`src/rtl/snax_reshuffler_csr_pkg.sv`:
```
// Shared types and address-map helpers for the reshuffler CSR manager.
// Holds the launch FSM states, status bit positions and offset functions.
package snax_reshuffler_csr_pkg;

  typedef enum logic {
    IDLE    = 1'b0,
    PENDING = 1'b1
  } state_e;

  localparam int unsigned STAT_PENDING = 0;
  localparam int unsigned STAT_BUSY    = 1;

  function automatic int unsigned launch_off(
    input int unsigned rw
  );
    return rw;
  endfunction

  function automatic int unsigned ro_base(
    input int unsigned rw
  );
    return rw + 1;
  endfunction

  function automatic int unsigned perf_off(
    input int unsigned rw,
    input int unsigned ro
  );
    return rw + ro + 1;
  endfunction

endpackage

```
`src/rtl/snax_reshuffler_csr_manager_if.sv`:
```
// Core-side CSR request/response bus of the reshuffler CSR manager.
// master = core (drives requests), slave = manager (drives responses).
interface snax_reshuffler_csr_manager_if #(
  parameter int unsigned RegDataWidth = 32,
  parameter int unsigned RegAddrWidth = 32
) ();

  logic [RegAddrWidth-1:0] csr_req_addr_i;
  logic [RegDataWidth-1:0] csr_req_data_i;
  logic                    csr_req_write_i;
  logic                    csr_req_valid_i;
  logic                    csr_req_ready_o;
  logic [RegDataWidth-1:0] csr_rsp_data_o;
  logic                    csr_rsp_valid_o;
  logic                    csr_rsp_ready_i;

  modport master (
    output csr_req_addr_i,
    output csr_req_data_i,
    output csr_req_write_i,
    output csr_req_valid_i,
    input  csr_req_ready_o,
    input  csr_rsp_data_o,
    input  csr_rsp_valid_o,
    output csr_rsp_ready_i
  );

  modport slave (
    input  csr_req_addr_i,
    input  csr_req_data_i,
    input  csr_req_write_i,
    input  csr_req_valid_i,
    output csr_req_ready_o,
    output csr_rsp_data_o,
    output csr_rsp_valid_o,
    input  csr_rsp_ready_i
  );

endinterface

```
`src/rtl/snax_reshuffler_csr_manager.sv`:
```
// CSR manager: shadow RW regs, launch snapshot handshake, RO/status reads.
// Ports: clk_i, rst_ni, csr (slave bus), csr_reg_set_o/valid_o/ready_i,
// csr_reg_ro_set_i. Optional SNAX_RESHUFFLER_CSR_PERF_COUNTER_EN adds a
// saturating busy-cycle counter readable at the PERF offset.
module snax_reshuffler_csr_manager
  import snax_reshuffler_csr_pkg::*;
#(
  parameter int unsigned RegRWCount   = 2,
  parameter int unsigned RegROCount   = 2,
  parameter int unsigned RegDataWidth = 32,
  parameter int unsigned RegAddrWidth = 32
) (
  input  logic clk_i,
  input  logic rst_ni,
  snax_reshuffler_csr_manager_if.slave csr,
  output logic [RegRWCount-1:0][RegDataWidth-1:0] csr_reg_set_o,
  output logic                                    csr_reg_set_valid_o,
  input  logic                                    csr_reg_set_ready_i,
  input  logic [RegROCount-1:0][RegDataWidth-1:0] csr_reg_ro_set_i
);

  localparam logic [RegAddrWidth-1:0] LAUNCH_A =
    RegAddrWidth'(launch_off(RegRWCount));
  localparam logic [RegAddrWidth-1:0] RO_A =
    RegAddrWidth'(ro_base(RegRWCount));

  state_e r_state;
  state_e w_state_nxt;

  logic [RegRWCount-1:0][RegDataWidth-1:0] r_shadow;
  logic [RegRWCount-1:0][RegDataWidth-1:0] r_set;
  logic                    r_rsp_valid;
  logic [RegDataWidth-1:0] r_rsp_data;
  logic [RegDataWidth-1:0] w_rdata;

  logic w_is_launch;
  logic w_rsp_stall;
  logic w_launch_blk;
  logic w_req_ready;
  logic w_acc;
  logic w_wr;
  logic w_rd;
  logic w_launch;

  assign w_is_launch  = csr.csr_req_addr_i == LAUNCH_A;
  assign w_rsp_stall  = r_rsp_valid & ~csr.csr_rsp_ready_i;
  // A second launch must wait for the pending snapshot to be taken.
  assign w_launch_blk = csr.csr_req_write_i & w_is_launch
                      & (r_state == PENDING);
  assign w_req_ready  = ~w_rsp_stall & ~w_launch_blk;
  assign w_acc        = csr.csr_req_valid_i & w_req_ready;
  assign w_wr         = w_acc & csr.csr_req_write_i;
  assign w_rd         = w_acc & ~csr.csr_req_write_i;
  assign w_launch     = w_wr & w_is_launch;

  assign csr.csr_req_ready_o = w_req_ready;
  assign csr.csr_rsp_valid_o = r_rsp_valid;
  assign csr.csr_rsp_data_o  = r_rsp_data;
  assign csr_reg_set_o       = r_set;

`ifdef SNAX_RESHUFFLER_CSR_PERF_COUNTER_EN
  localparam logic [RegAddrWidth-1:0] PERF_A =
    RegAddrWidth'(perf_off(RegRWCount, RegROCount));

  logic [31:0] r_perf;

  always_ff @(posedge clk_i or negedge rst_ni) begin
    if (!rst_ni) begin
      r_perf <= '0;
    end else if (w_launch) begin
      r_perf <= '0;
    end else if (!csr_reg_set_ready_i && r_perf != '1) begin
      r_perf <= r_perf + 32'd1;
    end
  end
`endif

  always_comb begin
    w_state_nxt         = r_state;
    csr_reg_set_valid_o = 1'b0;
    unique case (r_state)
      IDLE: begin
        if (w_launch) w_state_nxt = PENDING;
      end
      PENDING: begin
        csr_reg_set_valid_o = 1'b1;
        if (csr_reg_set_ready_i) w_state_nxt = IDLE;
      end
      default: w_state_nxt = IDLE;
    endcase
  end

  always_comb begin
    w_rdata = '0;
    for (int i = 0; i < RegRWCount; i++) begin
      if (csr.csr_req_addr_i == RegAddrWidth'(i)) w_rdata = r_shadow[i];
    end
    if (w_is_launch) begin
      w_rdata[STAT_PENDING] = r_state == PENDING;
      w_rdata[STAT_BUSY]    = ~csr_reg_set_ready_i;
    end
    for (int j = 0; j < RegROCount; j++) begin
      if (csr.csr_req_addr_i == RO_A + RegAddrWidth'(j)) begin
        w_rdata = csr_reg_ro_set_i[j];
      end
    end
`ifdef SNAX_RESHUFFLER_CSR_PERF_COUNTER_EN
    if (csr.csr_req_addr_i == PERF_A) w_rdata = RegDataWidth'(r_perf);
`endif
  end

  always_ff @(posedge clk_i or negedge rst_ni) begin
    if (!rst_ni) begin
      r_state  <= IDLE;
      r_shadow <= '0;
      r_set    <= '0;
    end else begin
      r_state <= w_state_nxt;
      if (w_launch) r_set <= r_shadow;
      for (int i = 0; i < RegRWCount; i++) begin
        if (w_wr && csr.csr_req_addr_i == RegAddrWidth'(i)) begin
          r_shadow[i] <= csr.csr_req_data_i;
        end
      end
    end
  end

  always_ff @(posedge clk_i or negedge rst_ni) begin
    if (!rst_ni) begin
      r_rsp_valid <= 1'b0;
      r_rsp_data  <= '0;
    end else if (w_rd) begin
      r_rsp_valid <= 1'b1;
      r_rsp_data  <= w_rdata;
    end else if (csr.csr_rsp_ready_i) begin
      r_rsp_valid <= 1'b0;
    end
  end

endmodule
```
`src/flat_wrapper.sv`:
```
// flat-port wrapper written by rule: the top's interface ports become plain ports
module snax_reshuffler_csr_manager_flat import snax_reshuffler_csr_pkg::*;
#(
  parameter int unsigned RegRWCount   = 2,
  parameter int unsigned RegROCount   = 2,
  parameter int unsigned RegDataWidth = 32,
  parameter int unsigned RegAddrWidth = 32
)
  (clk_i, rst_ni, csr_reg_set_o, csr_reg_set_valid_o, csr_reg_set_ready_i, csr_reg_ro_set_i, csr_csr_req_addr_i, csr_csr_req_data_i, csr_csr_req_write_i, csr_csr_req_valid_i, csr_csr_req_ready_o, csr_csr_rsp_data_o, csr_csr_rsp_valid_o, csr_csr_rsp_ready_i);
  snax_reshuffler_csr_manager_if #(.RegDataWidth(RegDataWidth), .RegAddrWidth(RegAddrWidth)) csr_i ();
  input  logic clk_i;
  input  logic rst_ni;
  output logic [RegRWCount-1:0][RegDataWidth-1:0] csr_reg_set_o;
  output logic csr_reg_set_valid_o;
  input  logic csr_reg_set_ready_i;
  input  logic [RegROCount-1:0][RegDataWidth-1:0] csr_reg_ro_set_i;
  input wire logic [$bits(csr_i.csr_req_addr_i)-1:0] csr_csr_req_addr_i;
  input wire logic [$bits(csr_i.csr_req_data_i)-1:0] csr_csr_req_data_i;
  input wire logic [$bits(csr_i.csr_req_write_i)-1:0] csr_csr_req_write_i;
  input wire logic [$bits(csr_i.csr_req_valid_i)-1:0] csr_csr_req_valid_i;
  output wire logic [$bits(csr_i.csr_req_ready_o)-1:0] csr_csr_req_ready_o;
  output wire logic [$bits(csr_i.csr_rsp_data_o)-1:0] csr_csr_rsp_data_o;
  output wire logic [$bits(csr_i.csr_rsp_valid_o)-1:0] csr_csr_rsp_valid_o;
  input wire logic [$bits(csr_i.csr_rsp_ready_i)-1:0] csr_csr_rsp_ready_i;
  assign csr_i.csr_req_addr_i = csr_csr_req_addr_i;
  assign csr_i.csr_req_data_i = csr_csr_req_data_i;
  assign csr_i.csr_req_write_i = csr_csr_req_write_i;
  assign csr_i.csr_req_valid_i = csr_csr_req_valid_i;
  assign csr_csr_req_ready_o = csr_i.csr_req_ready_o;
  assign csr_csr_rsp_data_o = csr_i.csr_rsp_data_o;
  assign csr_csr_rsp_valid_o = csr_i.csr_rsp_valid_o;
  assign csr_i.csr_rsp_ready_i = csr_csr_rsp_ready_i;
  snax_reshuffler_csr_manager #(.RegRWCount(RegRWCount), .RegROCount(RegROCount), .RegDataWidth(RegDataWidth), .RegAddrWidth(RegAddrWidth)) u_core (.clk_i(clk_i), .rst_ni(rst_ni), .csr(csr_i), .csr_reg_set_o(csr_reg_set_o), .csr_reg_set_valid_o(csr_reg_set_valid_o), .csr_reg_set_ready_i(csr_reg_set_ready_i), .csr_reg_ro_set_i(csr_reg_ro_set_i));
endmodule
```
`config.mk`:
```
export PLATFORM = sky130hd
export DESIGN_NAME = snax_reshuffler_csr_manager_flat
export DESIGN_NICKNAME = d
export VERILOG_FILES = /design/src/rtl/snax_reshuffler_csr_pkg.sv /design/src/rtl/snax_reshuffler_csr_manager_if.sv /design/src/rtl/snax_reshuffler_csr_manager.sv /design/src/flat_wrapper.sv
export SDC_FILE = /design/constraint.sdc
export NUM_CORES = 1
export LEC_CHECK = 0
export CORE_MARGIN = 2
export CORE_UTILIZATION = 40
export CTS_CLUSTER_SIZE = 12
export DETAILED_ROUTE_END_ITERATION = 10
export PLACE_DENSITY = 0.7
export SKIP_LAST_GASP = 1
export SYNTH_ARGS = -nofsm -noshare
export SYNTH_HDL_FRONTEND = slang
export SYNTH_SLANG_ARGS = --single-unit
```
`constraint.sdc`:
```
create_clock -name clk_i -period 1.7 [get_ports clk_i]
set_input_delay 0.17 -clock clk_i [delete_from_list [all_inputs] [get_ports clk_i]]
set_output_delay 0.17 -clock clk_i [all_outputs]
set_load 0.02 [all_outputs]
```
**Word-level counts from Yosys, hierarchy flattened**

Cells that the tools add are included.

- Register bits after elaboration: 162
- Bits in latches: 0
- Bits in writable memories: 0
- Bits in read-only memories: 0
- Input bits: 134
- Output and inout port bits: 99
- Logic and storage cells: 40
- Memories: 0

- Add/sub/neg operators: 0
- Multiply operators: 0
- Div/mod/pow operators: 0
- Order comparisons: 0
- Equality and inequality tests: 4
- Shift-type cells: 0
- Mux-type cells: 11
- Bitwise logic cells: 14
- Reduce and logical (&&, ||, !) cells: 4

Operators with widths:

| kind | number |
|---|---|
| two-way mux 32 bit | 4 |
| equality test 32 x 2 -> 1 bit, second input constant | 2 |
| equality test 32 x 1 -> 1 bit, second input constant | 1 |
| equality test 32 x 3 -> 1 bit, second input constant | 1 |
| logical NOT 32 bit | 1 |
| bitwise AND 1 bit | 8 |
| inverter 1 bit | 6 |
| two-way mux 1 bit | 5 |
| logical AND 1 bit | 2 |
| two-way mux 2 bit | 1 |
| one-hot mux 1 bit (2 select lines) | 1 |
| nonzero test 2 bit | 1 |

**Logic depth before layout (Yosys ltp)**

- Depth in word-level cells: 10
- Mapped depth: 7
- Gate-level depth less buffers: 4

**Worst setup path before layout**

OpenSTA, ideal clock, no wires.

- Kind: flip-flop to flip-flop
- Start: reg u_core.r_state
- End: reg u_core.r_set (netlist bit u_core.csr_reg_set_o[13])
- Library setup time: 0.125 ns
- Arrival time: 1.570 ns
- Required time: 1.575 ns
- Setup slack: 0.004 ns
- Cell stages (with the launch flop): 7
- Buffers on the path: 2
- Clock period less this slack: 1.696 ns
- Path through: dfrtp_1 nor4b_1 and3_1 nand4_2 buf_6 buf_6 mux2_4

- Word-level cells in the longest chain between the ends: 6

RTL lines:

| what | line | text |
|---|---|---|
| from (decl) | snax_reshuffler_csr_manager.sv:27 | `state_e r_state;` |
| from (signal assigned) | snax_reshuffler_csr_manager.sv:118 | `r_state <= w_state_nxt;` |
| bitwise AND 1 bit | snax_reshuffler_csr_manager.sv:49 | `& (r_state == PENDING);` |
| inverter 1 bit | snax_reshuffler_csr_manager.sv:50 | `assign w_req_ready = ~w_rsp_stall & ~w_launch_blk;` |
| bitwise AND 1 bit | snax_reshuffler_csr_manager.sv:50 |  |
| bitwise AND 1 bit | snax_reshuffler_csr_manager.sv:51 | `assign w_acc = csr.csr_req_valid_i & w_req_ready;` |
| bitwise AND 1 bit | snax_reshuffler_csr_manager.sv:52 | `assign w_wr = w_acc & csr.csr_req_write_i;` |
| bitwise AND 1 bit | snax_reshuffler_csr_manager.sv:54 | `assign w_launch = w_wr & w_is_launch;` |
| to (signal assigned) | snax_reshuffler_csr_manager.sv:119 | `if (w_launch) r_set <= r_shadow;` |
| to (decl) | snax_reshuffler_csr_manager.sv:31 | `logic [RegRWCount-1:0][RegDataWidth-1:0] r_set;` |

Every way passes these cells.
A chain may end at the register's enable or synchronous reset.

**Worst setup path after layout**

- Start: reg u_core.r_state
- End: reg u_core.r_set (netlist bit u_core.csr_reg_set_o[40])

The elaborated chain is that of the path after synthesis.

==> results list <==
- Run status: finished with violations
- Violated checks: negative setup slack
* Standard-cell row count: 49
- STA puts the critical path data arrival time at 2.11 ns.
- P per Cell Area: 777.0 nW/um^2
* Max stage delay on crit path: 0.39 ns
- Post-route fraction of the period consumed by the critical path: 106.4%
- From left edge to right edge, the die measures 140.4 um.
* Met2 Resource Use GR: 39.91%
- Library cell with the highest instance count after synthesis: sky130_fd_sc_hd__dfrtp_1
* Drt pass-1 iters: 4
* Overall overflow remaining after global route: 0
- The initial antenna violation count was 0.
* Largest cells by area after synthesis: sky130_fd_sc_hd__dfrtp_1 (54%), sky130_fd_sc_hd__mux2_2 (11%), sky130_fd_sc_hd__mux2_4 (9.9%), sky130_fd_sc_hd__mux2i_1 (4.2%), sky130_fd_sc_hd__o2bb2ai_1 (3.5%)
- Number of I/O port buffers: between 200 and 250
- By area, the combinational part of the netlist is dominated by multiplexers.
- The cell count after synthesis came out at 560.
* WL/cell: 22.26 um
- CTS saw around 160 sinks.
- After detailed routing, the number of remaining DRC violations is 0.
- Among all stages on the critical path, the largest delay is contributed by sky130_fd_sc_hd__dfrtp_1.
- In the global route stage, met1 resource usage came out at 29.80%.
* Total detailed-routing wirelength: between 20,000 and 25,000 um
- The biggest area contributor in the post-synthesis netlist is sky130_fd_sc_hd__dfrtp_1.
* Initial standard-cell utilization of the core: 41.16%
* Family with the most delay on the worst path: simple AND/OR/NAND/NOR gates
* Critical-path cell list: nor4b_2, and3_1, nand4_4, buf_8, clkbuf_16, mux2_4
- Relative to the synthesized area, the layout overhead comes to 53.92%.
- In this run, CTS created clock tree buffers numbering 17.
* Multiplexer fraction of the synthesized cell area: a little over a quarter
- Number of nets in the synthesized netlist: between 600 and 700
- Worst voltage drop across the vdd grid: 0.6910 mV
- Most numerous cell types in the synthesized netlist: sky130_fd_sc_hd__dfrtp_1 (162), sky130_fd_sc_hd__mux2_2 (74), sky130_fd_sc_hd__mux2_4 (49)
- The die covers 19,720 sq um.
- In the final layout, the share of cells above drive strength 1 is between 20 and 30%.
- Min setup slack post-route: -0.1094 ns
- Placer congestion estimate: about 0.86
- The share of the Yosys chip area taken by registers is 54.46%.
- For this design the static power due to leakage is about 5.6 nW.
* Crit-path max FO: 5
- The worst setup path is captured at a flop.
* Global-route usage over all layers: a little under a quarter
* Buffers from clock root to sink, at most: 2
* Count of final max-slew check failures: 0
- Start-to-end type of the worst setup path: flop to flop
- Largest net degree at the start of global routing: 60
- For the worst-skew pair, the clock arrives at the later sink with an insertion delay of about 0.42 ns.
- CTS tree: built
* Startpoint of the worst setup timing path: u_core.r_state$_DFF_PN0_
- For the pin with the worst max-slew slack, the measured transition is around 0.42 ns.
- Final critical delay including setup and external delays: 1.809 ns
* Worst-case clock skew: 0.008990 ns
- H-tree level count: 4
- Derived from the worst setup path, the maximum achievable clock frequency is ~550 MHz.
- GR peak layer: met2
- CTS Root Buffer Type: sky130_fd_sc_hd__clkbuf_16
- Area share of the largest cell type after synthesis: between 50% and 60%
- Clock-pin slew was measured on the worst setup and hold paths at 0.07 ns.
- Vertical extent of the die: between 100 and 150 um
* Total via count after detailed routing: 5,798
- Of the total synthesized cell area, the portion taken by AND, OR, NAND and NOR gates is 7.379%.
* Design Power: 8.902 mW
- The detailed router finished its first iteration with 242 violations.
- Summing the areas of all xor and xnor instances in the mapped netlist gives 0% of the synthesized area.
- Top-level port count: 233
- Final number of setup-violating endpoints: 54
* Synthesized-area fraction occupied by adder cells: 0%
* Number of nets in the layout: 962
- Most frequently used flop master after synthesis: sky130_fd_sc_hd__dfrtp_1
- In this run the critical register-to-register path is launched from u_core.r_state$_DFF_PN0_.
- For this run, the number of Yosys warnings is 0.
* Mean Syn Cell Area: 13.29 sq um
- Worst Hold Slack: 0.2642 ns
- Fraction of registers with async set/reset: 100.0%
- Vias/cell: 5.419
- Via count of the first global-routing pass: 6,240
- Met3 Use GR: 4.752%
* Unrepaired setup endpoints after global routing: yes
* Total of max-cap violations: 0
* Utilization of the core after routing: 63.35%
- Post-Place Setup Slack: -0.6266 ns
- Measured against its own limit, the worst slew margin works out to 71.83%.
- Number of flip-flops and latches in the synthesized netlist: around 160
* Antenna cell count: 0
- The hold violation total from the final report was 0.
- Buf+Inv Stages, Crit Path: 2
- The synthesized netlist devotes 7.262% of its cell area to compound gates.
- Classification of the worst-slack hold path: primary input to async pin
- First-pass GRT wire length: between 30,000 and 40,000 um
- The detail route stage leaves a number of antenna-violating nets equal to 0.
* Post-synthesis cell area: 7443 sq um
* Post-synth EDFFs: 0
* Element type at the critical path start: flop
- Placed wire-length estimate: approximately 15,000 um
- The core region is 18,090 sq um.
- Required time of the worst setup path: ~2 ns
- Number of unique standard cell types used by synthesis: 36
==> registers in the layout, summed over array words and instances, names as in the netlist <==
signal / cells
u_core.csr_reg_set_o: 64
u_core.r_state: 1
u_core.csr.csr_rsp_data_o: 32
u_core.csr.csr_rsp_valid_o: 1
u_core.r_shadow: 64
==> metal layers <==
| layer | wire length (um) | part of all wire (%) |
|---|---|---|
| met4 | 800 | 3.4 |
| met3 | 1115 | 4.7 |
| met1 | 9945 | 42 |
| met5 | 0 | 0 |
| met2 | 11960 | 50 |
==> area by class of cell <==
type / count / area (sq um)
repair buffers: 291 / 3167
clock buffers: 20 / 436.7
well taps: 229 / 286.5
inverters: 31 / 116.4
clock inverters: 12 / 225.2
flip-flops and latches: 162 / 4054
fillers: 1327 / 6629
multi-input cells: 325 / 3172
==> worst reg2reg max path, cell delays in order, from the launching register on <==
cell and delay, ns:
sky130_fd_sc_hd__dfrtp_1 0.39, sky130_fd_sc_hd__nor4b_2 0.20, sky130_fd_sc_hd__and3_1 0.23, sky130_fd_sc_hd__nand4_4 0.21
sky130_fd_sc_hd__buf_8 0.22, sky130_fd_sc_hd__clkbuf_16 0.17, sky130_fd_sc_hd__mux2_4 0.29
==> cells in the final DEF, fill, tap and decap left out, types with 8 or more instances in the layout <==
cell type and n:
sky130_fd_sc_hd__inv_1 31, sky130_fd_sc_hd__clkdlybuf4s50_1 204, sky130_fd_sc_hd__clkbuf_16 20, sky130_fd_sc_hd__o2bb2ai_1 30, sky130_fd_sc_hd__mux2i_1 31, sky130_fd_sc_hd__nand4_1 31
sky130_fd_sc_hd__dlymetal6s2s_1 15, sky130_fd_sc_hd__dfrtp_1 162, sky130_fd_sc_hd__nand2_1 35, sky130_fd_sc_hd__buf_12 10, sky130_fd_sc_hd__mux2_2 72, sky130_fd_sc_hd__buf_6 12
sky130_fd_sc_hd__buf_4 25, sky130_fd_sc_hd__buf_16 8, sky130_fd_sc_hd__mux2_4 51, sky130_fd_sc_hd__dlygate4sd2_1 9, sky130_fd_sc_hd__o211ai_1 30
==> worst paths after layout <==
check	depth (start not counted)	end	slack, ns
min in group clk_i	3	u_core.csr.csr_rsp_data_o[28]$_DFFE_PN0P_	0.34
max in group asynchronous	3	u_core.r_shadow[44]$_DFFE_PN0P_	0.78
max reg2reg	6	u_core.csr_reg_set_o[40]$_DFFE_PN0P_	-0.11
min reg2reg	1	u_core.csr_reg_set_o[33]$_DFFE_PN0P_	0.51
min	2	u_core.csr.csr_rsp_data_o[23]$_DFFE_PN0P_	0.26
max	6	u_core.csr_reg_set_o[40]$_DFFE_PN0P_	-0.11
==> cells by family (layout without fill, tap and decap cells) <==
| kind of cell | count (synthesis) | after routing |
|---|---|---|
| multiplexers | 160 | 160 |
| AO/OA/AOI/OAI | 68 | 68 |
| AND/OR/NAND/NOR | 97 | 97 |
| flip-flops | 162 | 162 |
| buffers and inverters | 73 | 354 |
==> stage by stage <==
| step | area [sq um] | instances | setup TNS, ns |
|---|---|---|---|
| 6_report | 11460 | 1070 | -4.086 |
| 5_1_grt | 11460 | 1070 | -11.78 |
| 2_1_floorplan | 7443 | 560 | 0 |
| 3_3_place_gp | 10160 | 1009 | -74.55 |
| 3_5_place_dp | 10160 | 1009 | -79.07 |
| 4_1_cts | 11230 | 1061 | -4.588 |
==> power breakdown <==
part	switching (mW)	internal, mW	total, mW
combinational	0.300	0.368	0.667
sequential	0.00365	3.86	3.86
clock	1.60	2.77	4.37
total	1.91	7.00	8.90
==> repair_timing <==
item | CTS | global route
hold endpoints to repair | 36 | 0
setup buffers | 11 | 5
hold buffers | 1 | 0
pin swaps | 9 | 13
setup endpoints to repair | 72 | 160
cloned | 8 | 5
gates resized for setup | 43 | 35
(Power assumes the default switching activity.)
